`config.mk`:
```
export PLATFORM = sky130hd
export DESIGN_NAME = mem_arbiter
export DESIGN_NICKNAME = d
export VERILOG_FILES = /design/src/rtl/mem_arbiter.sv
export SDC_FILE = /design/constraint.sdc
export NUM_CORES = 1
export LEC_CHECK = 0
export BUFFER_PORTS_ARGS = -buffer_cell sky130_fd_sc_hd__buf_2
export CAP_MARGIN = 40
export CORE_MARGIN = 5
export CORE_UTILIZATION = 45
export CTS_CLUSTER_DIAMETER = 100
export DETAILED_ROUTE_END_ITERATION = 10
export PLACE_DENSITY = 0.79
export SETUP_SLACK_MARGIN = 0.15
export SLEW_MARGIN = 20
export SYNTH_ARGS = -nofsm -noshare
export SYNTH_HDL_FRONTEND = slang
export SYNTH_SLANG_ARGS = --single-unit
export TNS_END_PERCENT = 1
```
`constraint.sdc`:
```
create_clock -name clk -period 1.9 [get_ports clk]
set_input_delay 0.19 -clock clk [delete_from_list [all_inputs] [get_ports clk]]
set_output_delay 0.19 -clock clk [all_outputs]
set_load 0.005 [all_outputs]
```
`src/rtl/mem_arbiter.sv`:
```
// Two-port memory arbiter: instruction-fetch (i_*) and data (d_*) ports share one
// memory bus (m_*). Round-robin arbitration on contention, per-transaction
// timeout with an err pulse, one-cycle completion pulses with held read data.
module mem_arbiter #(
    parameter int TIMEOUT = 255
) (
    input  logic        clk,
    input  logic        rst,
    input  logic        i_req,
    input  logic [31:0] i_addr,
    output logic        i_gnt,
    output logic [31:0] i_rdata,
    output logic        i_valid,
    input  logic        d_req,
    input  logic        d_we,
    input  logic [31:0] d_addr,
    input  logic [31:0] d_wdata,
    output logic        d_gnt,
    output logic [31:0] d_rdata,
    output logic        d_valid,
    output logic        m_req,
    output logic        m_we,
    output logic [31:0] m_addr,
    output logic [31:0] m_wdata,
    input  logic [31:0] m_rdata,
    input  logic        m_ack,
    output logic        err
);

    typedef enum logic [1:0] {
        S_IDLE   = 2'd0,
        S_BUSY_I = 2'd1,
        S_BUSY_D = 2'd2,
        S_DONE   = 2'd3
    } state_t;

    localparam logic OWNER_I = 1'b0;
    localparam logic OWNER_D = 1'b1;
    // Counter value at which one more ack-less cycle means the limit is reached.
    localparam logic [7:0] TIMEOUT_LAST = 8'(TIMEOUT - 1);

    state_t      r_state;
    logic        r_last_owner;
    logic [7:0]  r_cnt;
    logic        r_m_req;
    logic        r_m_we;
    logic [31:0] r_m_addr;
    logic [31:0] r_m_wdata;
    logic [31:0] r_i_rdata;
    logic [31:0] r_d_rdata;
    logic        r_i_valid;
    logic        r_d_valid;
    logic        r_err;

    logic        w_idle;
    logic        w_pick_i;
    logic        w_pick_d;

    // Grant selection: only in IDLE and out of reset; on contention serve the port not served last.
    always_comb begin
        w_idle   = rst && (r_state == S_IDLE);
        w_pick_i = w_idle && i_req && (!d_req || (r_last_owner == OWNER_D));
        w_pick_d = w_idle && d_req && (!i_req || (r_last_owner == OWNER_I));
    end

    assign i_gnt   = w_pick_i;
    assign d_gnt   = w_pick_d;
    assign i_rdata = r_i_rdata;
    assign d_rdata = r_d_rdata;
    assign i_valid = r_i_valid;
    assign d_valid = r_d_valid;
    assign m_req   = r_m_req;
    assign m_we    = r_m_we;
    assign m_addr  = r_m_addr;
    assign m_wdata = r_m_wdata;
    assign err     = r_err;

    // Arbiter FSM with registered memory-side outputs, completion pulses and timeout.
    always_ff @(posedge clk) begin
        if (!rst) begin
            r_state      <= S_IDLE;
            r_last_owner <= OWNER_D;
            r_cnt        <= '0;
            r_m_req      <= 1'b0;
            r_m_we       <= 1'b0;
            r_m_addr     <= '0;
            r_m_wdata    <= '0;
            r_i_rdata    <= '0;
            r_d_rdata    <= '0;
            r_i_valid    <= 1'b0;
            r_d_valid    <= 1'b0;
            r_err        <= 1'b0;
        end else begin
            r_i_valid <= 1'b0;
            r_d_valid <= 1'b0;
            r_err     <= 1'b0;
            case (r_state)
                S_IDLE: begin
                    r_cnt <= '0;
                    if (w_pick_i) begin
                        r_state      <= S_BUSY_I;
                        r_last_owner <= OWNER_I;
                        r_m_req      <= 1'b1;
                        r_m_we       <= 1'b0;
                        r_m_addr     <= i_addr;
                        r_m_wdata    <= '0;
                    end else if (w_pick_d) begin
                        r_state      <= S_BUSY_D;
                        r_last_owner <= OWNER_D;
                        r_m_req      <= 1'b1;
                        r_m_we       <= d_we;
                        r_m_addr     <= d_addr;
                        r_m_wdata    <= d_wdata;
                    end
                end
                S_BUSY_I, S_BUSY_D: begin
                    if (m_ack) begin
                        // An ack on the last allowed cycle still counts as success.
                        r_m_req <= 1'b0;
                        r_state <= S_DONE;
                        if (r_state == S_BUSY_I) begin
                            r_i_rdata <= m_rdata;
                            r_i_valid <= 1'b1;
                        end else begin
                            r_d_rdata <= r_m_we ? 32'd0 : m_rdata;
                            r_d_valid <= 1'b1;
                        end
                    end else if (r_cnt == TIMEOUT_LAST) begin
                        r_m_req <= 1'b0;
                        r_err   <= 1'b1;
                        r_cnt   <= '0;
                        r_state <= S_IDLE;
                    end else begin
                        r_cnt <= r_cnt + 8'd1;
                    end
                end
                S_DONE: begin
                    r_state <= S_IDLE;
                end
                default: begin
                    r_state <= S_IDLE;
                end
            endcase
        end
    end

endmodule

```
=== After elaboration in Yosys (flattened, before gate mapping) ===
Cells that the tools add are included.

* Multiplexer cells: 24
* Reduce and logical (&&, ||, !) cells: 21
* Equality and inequality tests: 7
* Add/subtract/negate cells: 1
* Bitwise logic cells: 4

{| class="wikitable"
|+ Operators with widths
! kind !! count
|-
| 32-bit two-way mux || 5
|-
| 8-bit two-way mux || 2
|-
| 8-bit case mux with 2 select lines || 1
|-
| 3-bit AND reduction || 4
|-
| 1-bit two-way mux || 10
|-
| 8-bit by 1-bit adder with 8-bit output (second input constant) || 1
|-
| 8-bit == test (second input constant) || 1
|-
| 2-bit two-way mux || 4
|-
| 3-bit inequality test (second input constant) || 2
|-
| 2-bit case mux with 3 select lines || 1
|-
| 2-bit AND reduction || 3
|-
| 1-bit logical AND || 5
|-
| 2-bit == test (second input constant) || 2
|-
| 1-bit inverter || 4
|-
| 2-bit nonzero test || 2
|-
| 3-bit OR reduction || 1
|-
| 2-bit by 1-bit == test with 1-bit output (second input constant) || 1
|-
| 1-bit logical NOT || 2
|-
| 2-bit logical NOT || 1
|-
| 1-bit logical OR || 2
|-
| 2-bit inequality test (second input constant) || 1
|-
| 1-bit case mux with 2 select lines || 1
|-
| 2-bit OR reduction || 1
|}

* Logic and storage cells: 69
* Input bits: 134
* Register bits: 144

=== Depth between registers and ports, before layout ===
Gate-level depths: netlist (run 1).

* Word-level depth: 7
* Depth in mapped cells: 8

=== Worst setup path before layout (run 1) ===
OpenSTA, ideal clock, no wires.

* Path type: register -> register
* Start: register r_state[0]
* End: register r_cnt[3]
* Stages on the path, launching flop included: 6
* Data arrival time: 1.540 ns
* Required time: 1.778 ns
* Setup slack: 0.238 ns
* Period minus slack after synthesis: 1.662 ns
* Cells stage by stage: dfxtp_1 > inv_1 > ha_1 > o21ai_1 > nor4_1 > a311o_1

* Longest elaborated chain between the ends: 4
* Elaborated cells between the ends (all ways): 8
* Classes of those cells: eq/ne: 3; mux: 1; reduce/logical: 4

{| class="wikitable"
|+ RTL lines
! what !! RTL line !! source
|-
| start: declaration || 42 || <nowiki>state_t r_state;</nowiki>
|-
| start signal: assignment || 81 || <nowiki>r_state <= S_IDLE;</nowiki>
|-
| start signal: assignment || 101 || <nowiki>r_state <= S_BUSY_I;</nowiki>
|-
| start signal: assignment || 108 || <nowiki>r_state <= S_BUSY_D;</nowiki>
|-
| 2-bit by 1-bit == test with 1-bit output / 2-bit == test (equally long branches) || 97 || <nowiki>case (r_state)</nowiki>
|-
| 2-bit OR reduction || 97 ||
|-
| 2-bit inequality test (no source line) / 2-bit nonzero test (equally long branches) || n/a ||
|-
| 2-bit AND reduction (no source line) || n/a ||
|-
| end signal: assignment || 134 || <nowiki>r_cnt <= r_cnt + 8'd1;</nowiki>
|-
| end: declaration || 44 || <nowiki>logic [7:0] r_cnt;</nowiki>
|}

Parallel ways exist; a longest one is shown, timed or not.
A chain may end at the register's enable or synchronous reset.

=== Worst setup path after layout (run 1) ===
* Start: register r_state[0]
* End: output d_gnt

* Longest elaborated chain between the ends: 4

{| class="wikitable"
|+ RTL lines
! what !! RTL line !! source
|-
| 2-bit logical NOT || 61 || <nowiki>w_idle = rst && (r_state == S_IDLE);</nowiki>
|-
| 1-bit logical AND || 61 ||
|-
| 1-bit logical AND (2 in a row) || 63 || <nowiki>w_pick_d = w_idle && d_req && (!i_req || (r_last_owner == OWNER_I));</nowiki>
|-
| end: declaration || 18 || <nowiki>output logic d_gnt,</nowiki>
|}

Every way passes these cells.

==> results.yml, run 1 <==
outcome:
  outcome: "completed"
cts:
  clk_path_buf_depth: 2
  cts_buffers: 17
  insertion_delay_ns: 0.41
  cts_tree: "yes"
  clockRootBuffer: "clkbuf_16"
  clkSinkCount: 144
  htreeDepth: 4
  clkTransAtPathRegs_ns: 0.06
min_path:
  hold_path.class: "in2reg"
pwr:
  p_total_uw: 9697
  clkPwrFrac_pct: 33.9
  power.switching_uw: 2959
  power_density_mw_per_mm2: 1266
  leakage_uw: 0.003549
  internal-power_uw: 6738
  p_seq_share_pct: 39.4
  swShare_pct: 30.51
  vdd_drop_max_v: 0.0007815
  combinationalPowerShare_pct: 26.7
place:
  place_hpwl_mm: 11.52
  gp_routability_congestion: 0.8001
  portBuffers: 268
grt:
  grt_overflow: 0
  antenna_found_initial: 1
  grt_pass1_wl_mm: 26.21
  grt_pass1_vias: 5063
  grt_max_degree: 44
  gr-usage-all-layers_pct: 23.04
synth:
  async_flop_share_pct: 0
  ys_warn_count: 0
  ys_ff_latch: 144
  synth.cell_area_mm2: 0.005253
  avgSynthCellArea_um2: 8.769
  synth_cell_types: 36
  synth.yosys.seq_area_share_pct: 54.88
  synth_flop_cell: "dfxtp_1"
  syn_nets: 738
  syn_inst: 599
  synth_edf_count: 0
setup_path:
  worstSetupPathType: "reg2out"
  cp.arrival_ns: 1.49
  startpoint_type: "register"
  crit_fanout: 16
  setup.worst_path.end_class: "output pin"
  crit_required_ns: 1.71
route:
  finalWirelength_mm: 16.75
  first_pass_iters: 5
  via_count: 5415
  wl_per_cell_um: 16.15
  final_antenna_net_count: 0
  viasPerCell: 5.222
  drc: 0
  drtIter0Drc: 497
floorplan:
  row_count: 39
  fp.dieH_um: 118.0
  die_x_um: 118.0
  dieArea_mm2: 0.01393
  start_util_pct: 46.00
  coreArea_mm2: 0.01142
  io_pins: 269
cells_and_area:
  area_growth_pct: 45.78
  final_nets: 1019
  final_cell_mix: "buf_2, dfxtp_1, nand2_1, a21oi_1, nor2_1"
  n_fill_cell: 941
  drive_above_1_share_pct: 36.84
  layout_commonest_cell: "buf_2"
sta:
  timing.fmax_mhz: 594.3
  drv_slew: 0
  setup_viol: 0
  report.final.hold_viol_count: 0
  worstMarginPinSlew_ns: 0.3556
  rsz0062_at_grt: "true"
  relSlewSlack_pct: 76.29
  min_period_ns: 1.683
  clock_skew_ns: 0.006279
  finalCritPeriodShare_pct: 88.56
  fin_tns_setup_ns: 0
run:
  max_cap_viol_count: 0
-- metrics by stage --
step | util, % | setup slack (ns) | instance area [um2] | instances | hold WS, ns
3_3_place_gp | 59.29 | 0.1774 | 6770 | 980 | 0.4142
3_5_place_dp | 59.29 | 0.1160 | 6770 | 980 | 0.4205
4_1_cts | 66.40 | 0.005609 | 7582 | 1033 | 0.0008844
6_report | 67.06 | 0.2174 | 7657 | 1037 | 0.01405
5_1_grt | 67.04 | 0.1336 | 7655 | 1036 | 0.002336
2_1_floorplan | - | 0.2376 | 5253 | 599 | 0.2683
-- power by group through the flow --
stage | clock, uW | sequential (uW) | combinational, uW
floorplan | 0 | 3890 | 1280
global placement | 0 | 3860 | 2390
detailed placement | 0 | 3850 | 2440
CTS | 3350 | 3800 | 2500
global route | 3500 | 3880 | 2860
finish | 3290 | 3820 | 2590
-- repair_timing --
action / 4_1_cts / 5_1_grt
pin swaps: 1 / 2
endpoints found under the setup margin: 5 / 42
setup buffers: 1 / 1
gates cloned: 0 / 1
gates resized for setup: 3 / 9
hold buffers: 20 / 1
hold endpoints to repair: 20 / 1
-- registers in the layout (all words and copies together), names as in the netlist --
register,cells
d_rdata,32
i_rdata,32
m_addr,32
m_wdata,32
r_cnt,8
r_state,2
d_valid,1
err,1
i_valid,1
m_req,1
m_we,1
r_last_owner,1
-- layer usage --
layer | up-vias | wire length (um) | part of all wire, % | track usage [%]
met4 | 2 | 158 | 0.94 | 6.452
met2 | 248 | 8313 | 50 | 38.54
li1 | 2665 | - | - | -
met5 | - | 13 | 0.078 | 0
met1 | 2487 | 6672 | 40 | 26.85
met3 | 13 | 1587 | 9.5 | 9.995
-- logic make-up after synthesis --
| family | Yosys count | share of synthesized area [%] |
|---|---|---|
| flops | 144 | 54.88 |
| mux | 1 | 0.1906 |
| buf+inv | 55 | 4.502 |
| compound gates | 191 | 23.61 |
| simple gates | 203 | 15.63 |
| fa+ha+maj | 5 | 1.191 |
-- final cells by class --
cell class	instances	area, um2	area share, %
Clock inverter	12	135.1	1.765
Inverter	9	33.78	0.4412
Clock buffer	20	456.7	5.964
Timing Repair Buffer	308	1803	23.55
Sequential cell	144	2884	37.66
Antenna cell	1	2.502	0.03268
Tap cell	143	178.9	2.337
Multi-Input combinational cell	400	2163	28.25
-- worst max-delay path: stages, from the launching register on --
cell	delay, ns
dfxtp_2	0.33
inv_2	0.08
ha_4	0.17
nand4_1	0.12
inv_2	0.11
buf_12	0.15
buf_2	0.12
-- worst paths after layout --
| check | startpoint | endpoint | slack, ns | cells past startpoint |
|---|---|---|---|---|
| worst max-delay path | r_state[0]$_SDFFE_PN0P_ | d_gnt | 0.22 | 6 |
| worst min-delay path | m_rdata[5] | d_rdata[5]$_SDFFE_PN0P_ | 0.01 | 2 |
| worst max register to register | r_cnt[0]$_SDFFE_PN0P_ | r_cnt[4]$_SDFFE_PN0P_ | 0.26 | 6 |
| worst min register to register | i_rdata[1]$_SDFFE_PN0P_ | i_rdata[1]$_SDFFE_PN0P_ | 0.45 | 2 |
-- Yosys cell counts (4+ instances only) --
master    instances  area share (%)
a22oi_1          33             4.7
buf_4             7             1.0
a22o_1           32             5.3
o21ai_0          37             3.5
a31oi_1          33             3.9
nand3_1           6            0.57
ha_1              5             1.2
nor2_1           41             2.9
a21oi_1          43             4.1
nand2_1         138             9.9
clkbuf_1         35             2.5
inv_1             8            0.57
nand4_1           4            0.48
dfxtp_1         144              55
Note: power is estimated with default switching activity, not from simulation.
==> inputs of run 2 (changes only) <==
--- a/config.mk
+++ b/config.mk
@@ -12,6 +12,7 @@
 export CTS_CLUSTER_DIAMETER = 100
 export DETAILED_ROUTE_END_ITERATION = 10
 export PLACE_DENSITY = 0.79
+export RECOVER_POWER = 50
 export SETUP_SLACK_MARGIN = 0.15
 export SLEW_MARGIN = 20
 export SYNTH_ARGS = -nofsm -noshare
==> run 2 against run 1 <==
Effect of this change:
- sequential power barely moved
- non-clock buffer count unchanged
- critical path type unchanged
- hold slack got worse by 0.0023 ns
- clock-buffer cell count stayed put
- largest power group unchanged
- register-to-register slack worse by 0.04 ns
- largest cell class unchanged
- clock power barely moved
- global-route usage unchanged
- power is 0.86% lower
- combinational power shrank 3%
==> results.yml, run 2 (same netlist as run 1, synthesis figures left out) <==
setup_path:
  cp.arrival_ns: 1.53
  reg2reg_setup_slack_ns: 0.22
  setup.worst_path.end_class: "output pin"
  crit_fanout: 16
  worstRegToRegCells: 7
  crit_required_ns: 1.71
  crit_slowest_cell: "dfxtp_1"
  regToRegEndpoint: "d_rdata[8]$_SDFFE_PN0P_"
  worstReg2RegStart: "r_state[1]$_SDFFE_PN0P_"
  cp_cell_sequence: "inv_1 > ha_4 > nand4_1 > inv_2 > buf_12 > buf_2"
  worstSetupPathType: "reg2out"
  critPathMaxStageDelay_ns: 0.31
  startpoint_type: "register"
sta:
  rsz0062_at_grt: "true"
  report.final.hold_viol_count: 0
  finalCritPeriodShare_pct: 90.38
  setup_viol: 0
  min_period_ns: 1.717
  timing.fmax_mhz: 582.4
  relSlewSlack_pct: 76.30
  fin_tns_setup_ns: 0
  drv_slew: 0
  hold-worst-slack_ns: 0.01172
  worstMarginPinSlew_ns: 0.3554
  clock_skew_ns: 0.005935
place:
  place_hpwl_mm: 11.52
  gp_routability_congestion: 0.8001
  portBuffers: 268
floorplan:
  coreArea_mm2: 0.01142
  row_count: 39
  die_x_um: 118.0
  start_util_pct: 46.00
  dieArea_mm2: 0.01393
  io_pins: 269
  fp.dieH_um: 118.0
cts:
  clkSinkCount: 144
  clockRootBuffer: "clkbuf_16"
  insertion_delay_ns: 0.41
  htreeDepth: 4
  cts_tree: "yes"
  clk_path_buf_depth: 2
  cts_buffers: 17
  clkTransAtPathRegs_ns: 0.06
route:
  final_antenna_net_count: 0
  drc: 0
  wl_per_cell_um: 16.27
  via_count: 5429
  drtIter0Drc: 450
  viasPerCell: 5.235
  first_pass_iters: 5
  finalWirelength_mm: 16.87
grt:
  grt_overflow: 0
  grt_max_degree: 44
  gr-usage-all-layers_pct: 23.04
  grt_pass1_wl_mm: 26.21
  grt_pass1_vias: 5063
  antenna_found_initial: 1
cells_and_area:
  area_growth_pct: 43.19
  drive_above_1_share_pct: 24.86
  layout_commonest_cell: "buf_2"
  multi_input_area_mm2: 0.002158
  final_nets: 1019
  post-route-util_pct: 65.87
  regArea_mm2: 0.002884
  n_fill_cell: 998
  final_cell_mix: "buf_2, dfxtp_1, nand2_1, clkbuf_1, a21oi_1"
run:
  max_cap_viol_count: 0
min_path:
  hp-start: "m_rdata[5]"
  min_to: "d_rdata[5]$_SDFFE_PN0P_"
  holdPathStages: 2
  hold_path.class: "in2reg"
pwr:
  vdd_drop_max_v: 0.0008216
  leakage_uw: 0.003106
  p_total_uw: 9613
  power_density_mw_per_mm2: 1278
outcome:
  outcome: "completed"
run 2: where the power goes:
group	internal, uW	total [uW]	switching, uW
combinational	1090	2500	1410
clock	2010	3290	1280
sequential	3540	3830	285
run 2: how the worst max path moves through the flow:
stage | to | from | slack (ns)
global route | d_gnt | r_state[1]$_SDFFE_PN0P_ | 0.09
finish | d_gnt | r_state[1]$_SDFFE_PN0P_ | 0.18
floorplan | r_cnt[3]$_SDFFE_PN0P_ | r_state[0]$_SDFFE_PN0P_ | 0.24
detailed placement | r_cnt[3]$_SDFFE_PN0P_ | r_state[0]$_SDFFE_PN0P_ | 0.12
CTS | d_gnt | r_state[0]$_SDFFE_PN0P_ | 0.006
global placement | r_cnt[3]$_SDFFE_PN0P_ | r_state[0]$_SDFFE_PN0P_ | 0.18
run 2: per-stage QoR:
stage	cell area, um2	instances	setup WS [ns]
2_1_floorplan	5253	599	0.2376
3_3_place_gp	6770	980	0.1774
3_5_place_dp	6770	980	0.1160
4_1_cts	7582	1033	0.005609
5_1_grt	7518	1036	0.09315
6_report	7521	1037	0.1829
run 2: layout make-up:
type,instances,share of cell area [%]
multi-input cells,400,28.70
flip-flops and latches,144,38.35
inverters,9,0.4492
well taps,143,2.379
repair buffers,308,22.23
clock inverters,12,1.797
clock buffers,20,6.072
diodes,1,0.03327
run 2: repair_timing:
item / in CTS / in global routing
gates resized for setup: 3 / 9
pin swaps: 1 / 2
hold endpoints to repair: 20 / 1
hold buffers: 20 / 1
setup buffers: 1 / 1
gates cloned: 0 / 1
endpoints found under the setup margin: 5 / 42
run 2: routing by layer:
metal | GRT usage, % | up-vias | routed length [um]
met4 | 6.452 | 2 | 195
met1 | 26.85 | 2500 | 6790
met2 | 38.54 | 245 | 8306
met3 | 9.995 | 17 | 1565
met5 | 0 | - | 13
li1 | - | 2665 | -
run 2: critical path: cells and delay by family, from the launching register on:
kind                       cells  cell delay, ns
adders and majority gates      1            0.18
and+or+nand+nor                1            0.12
buffers and inverters          4            0.50
DFF                            1            0.31
==> inputs of run 3 (changes only) <==
--- a/config.mk
+++ b/config.mk
@@ -5,13 +5,14 @@
 export SDC_FILE = /design/constraint.sdc
 export NUM_CORES = 1
 export LEC_CHECK = 0
+export ABC_AREA = 1
 export BUFFER_PORTS_ARGS = -buffer_cell sky130_fd_sc_hd__buf_2
 export CAP_MARGIN = 40
 export CORE_MARGIN = 5
 export CORE_UTILIZATION = 45
 export CTS_CLUSTER_DIAMETER = 100
 export DETAILED_ROUTE_END_ITERATION = 10
-export PLACE_DENSITY = 0.79
+export PLACE_DENSITY = 0.78
 export RECOVER_POWER = 50
 export SETUP_SLACK_MARGIN = 0.15
 export SLEW_MARGIN = 20
==> constraint.sdc (replaced) <==
create_clock -name clk -period 1.7 [get_ports clk]
set_input_delay 0.17 -clock clk [delete_from_list [all_inputs] [get_ports clk]]
set_output_delay 0.17 -clock clk [all_outputs]
set_load 0.005 [all_outputs]
==> run 3 against run 2 <==
Effect of this change:
- clock-buffer cell count fell by 1
- worst setup slack got worse by 0.11 ns
- largest cell class unchanged
- first-iteration DRC count fell by 3.8%
- clock skew rose by 0.0028 ns
- global-route usage fell by 1.2 points
- die area rose by 8.8%
- critical endpoint is now i_gnt
- utilization rose by 0.58 points
- critical path type unchanged
- critical path depth rose by 2
- sequential cell count did not move
- sequential power rose by 13%
- via count rose by 11%
- highest routed layer is now met4
==> results.yml, run 3 <==
setup_path:
  cp.arrival_ns: 1.45
  worstSetupPathType: "reg2out"
  critPathBufInv: 4
  crit_fanout: 4
  crit_slowest_cell: "dfxtp_2"
  cp_cell_sequence: "inv_2 > ha_4 > nand2_4 > nor2_4 > nand2_4 > buf_16 > clkinv_4 > buf_6"
  critPathTopFamily: "flip-flops"
  critPathMaxStageDelay_ns: 0.32
  startpoint_type: "register"
  cpMostUsedCell: "nand2_4"
  setup.worst_path.end_class: "output pin"
  crit_required_ns: 1.53
sta:
  relSlewSlack_pct: 76.26
  drv_slew: 0
  hold-worst-slack_ns: 0.02322
  finalCritPeriodShare_pct: 95.59
  clock_skew_ns: 0.008689
  report.final.hold_viol_count: 0
  rsz0062_at_grt: "true"
  timing.fmax_mhz: 615.4
  min_period_ns: 1.625
  setup_viol: 0
  worstMarginPinSlew_ns: 0.3560
  fin_tns_setup_ns: 0
grt:
  antenna_found_initial: 0
  grt_pass1_vias: 5397
  grt_max_degree: 72
  grt_overflow: 0
  gr-usage-all-layers_pct: 21.82
  grt_pass1_wl_mm: 26.30
cts:
  clockRootBuffer: "clkbuf_16"
  cts_buffers: 17
  cts_tree: "yes"
  htreeDepth: 4
  insertion_delay_ns: 0.42
  clkSinkCount: 144
  clkTransAtPathRegs_ns: 0.06
  clk_path_buf_depth: 2
place:
  place_hpwl_mm: 11.57
  gp_routability_congestion: 0.7945
  portBuffers: 268
pwr:
  combinationalPowerShare_pct: 28.8
  leakage_uw: 0.003684
  internal-power_uw: 7924
  power_density_mw_per_mm2: 1378
  power.switching_uw: 3587
  clkPwrFrac_pct: 33.7
  p_seq_share_pct: 37.5
  swShare_pct: 31.16
  vdd_drop_max_v: 0.0007631
synth:
  synth_area_leader_cell: "dfxtp_1"
  synth_cell_types: 28
  ys_warn_count: 0
  synth_edf_count: 0
  ys_ff_latch: 144
  synth.yosys.seq_area_share_pct: 50.05
  syn_nets: 905
  synth_flop_cell: "dfxtp_1"
  syn_inst: 766
  synth.cell_area_mm2: 0.005759
  avgSynthCellArea_um2: 7.519
  yosysMostFrequentCell: "dfxtp_1"
  synthTopCellsByCount: "dfxtp_1, nand2_1, a21oi_1"
  synth_top_area_share_pct: 50.05
  ys_top_cells_by_area: "dfxtp_1, a21oi_1, nand2_1"
  async_flop_share_pct: 0
route:
  wl_per_cell_um: 14.21
  via_count: 6043
  final_antenna_net_count: 0
  finalWirelength_mm: 17.82
  first_pass_iters: 5
  viasPerCell: 4.819
  drtIter0Drc: 433
  drc: 0
cells_and_area:
  n_fill_cell: 1109
  final_nets: 1208
  drive_above_1_share_pct: 23.01
  layout_commonest_cell: "buf_2"
  final_cell_mix: "buf_2, dfxtp_1, nand2_1, clkbuf_1, a21oi_1"
  n_antenna_cell: 0
  area_growth_pct: 45.01
floorplan:
  die_x_um: 123.1
  io_pins: 269
  fp.dieH_um: 123.1
  start_util_pct: 45.82
  coreArea_mm2: 0.01257
  dieArea_mm2: 0.01516
  row_count: 41
run:
  max_cap_viol_count: 0
outcome:
  outcome: "completed"
min_path:
  hold_path.class: "in2reg"
-- run 3: cell count changes in the layout (fill, tap and decap cells not counted), sizes merged, moves of 4 or more --
| cell | change |
|---|---|
| a22o | -32 |
| o21ai | +60 |
| nand3 | +68 |
| nor2 | +45 |
| a22oi | -33 |
| inv | +46 |
| dlygate4sd3 | +9 |
| clkinv | -4 |
| buf | +15 |
| a31oi | -32 |
| nand4 | -4 |
| a21oi | +59 |
-- run 3: through the flow --
stage,total power (uW),cell area (um2),util (%),std cells,worst slack (ns)
floorplan,6081,5759,-,766,0.1390
global placement,7267,7248,57.67,1173,0.1365
detailed placement,7314,7248,57.67,1173,0.1018
CTS,11470,8333,66.30,1245,0.02743
global route,12160,8352,66.45,1254,-0.001310
finish,11510,8352,66.45,1254,0.07500
-- run 3: path summary, 6_finish.rpt --
kind,end,slack [ns],depth (start not counted),start
hold / removal,i_rdata[19]$_SDFFE_PN0P_,0.02,3,m_rdata[19]
hold reg to reg,d_rdata[13]$_SDFFE_PN0P_,0.46,2,d_rdata[13]$_SDFFE_PN0P_
setup reg to reg,m_addr[21]$_SDFFE_PN0P_,0.12,9,r_state[0]$_SDFFE_PN0P_
setup / recovery,i_gnt,0.08,8,r_state[0]$_SDFFE_PN0P_
-- run 3: per-layer routing --
layer  GRT usage (%)  vias up  share of wire [%]
met5               0        -                  0
met4           7.751        0                1.7
met3           6.496       24                7.8
met2           37.27      201                 50
met1           26.04     2706                 41
li1                -     3112                  -
-- run 3: power by group through the flow --
stage                     logic (uW)  registers [uW]  clock network (uW)
after floorplan                 1660            4420                   0
after global placement          2930            4340                   0
after detailed placement        2960            4350                   0
after CTS                       3230            4300                3940
after global routing            3700            4380                4080
final                           3320            4320                3880
-- run 3: timing repair --
item | CTS | global route
buffers inserted | 8 | 6
setup endpoints to repair | 55 | 115
resized for setup | 12 | 8
pin swaps | 3 | 4
gates cloned | 2 | 3
endpoints found under the hold margin | 30 | 0
hold buffers | 30 | 0
-- run 3: kinds of logic after synthesis --
family	synth area share, %
buffers and inverters	8.668
adder cells (fa/ha/maj)	1.086
XOR/XNOR	0.4563
flip-flops	50.05
AO/OA/AOI/OAI	17.49
AND/OR/NAND/NOR	22.25
-- run 3: cell type report --
type	count	area (um2)	share of cell area, %
repair buffers	338	2001	23.96
clock inverters	13	186.4	2.232
clock buffers	19	432.9	5.184
inverters	55	214.0	2.562
multi-input cells	513	2417	28.94
flip-flops and latches	144	2885	34.55
well taps	172	215.2	2.577
-- run 3: worst register-to-register path: stages (launching register included) --
cell and delay, ns:
dfxtp_2 0.32, inv_2 0.07, ha_4 0.14, nand2_4 0.06
nor2_4 0.11, nand2_4 0.08, buf_4 0.15, bufbuf_16 0.28
o21ai_1 0.16, a21oi_1 0.09
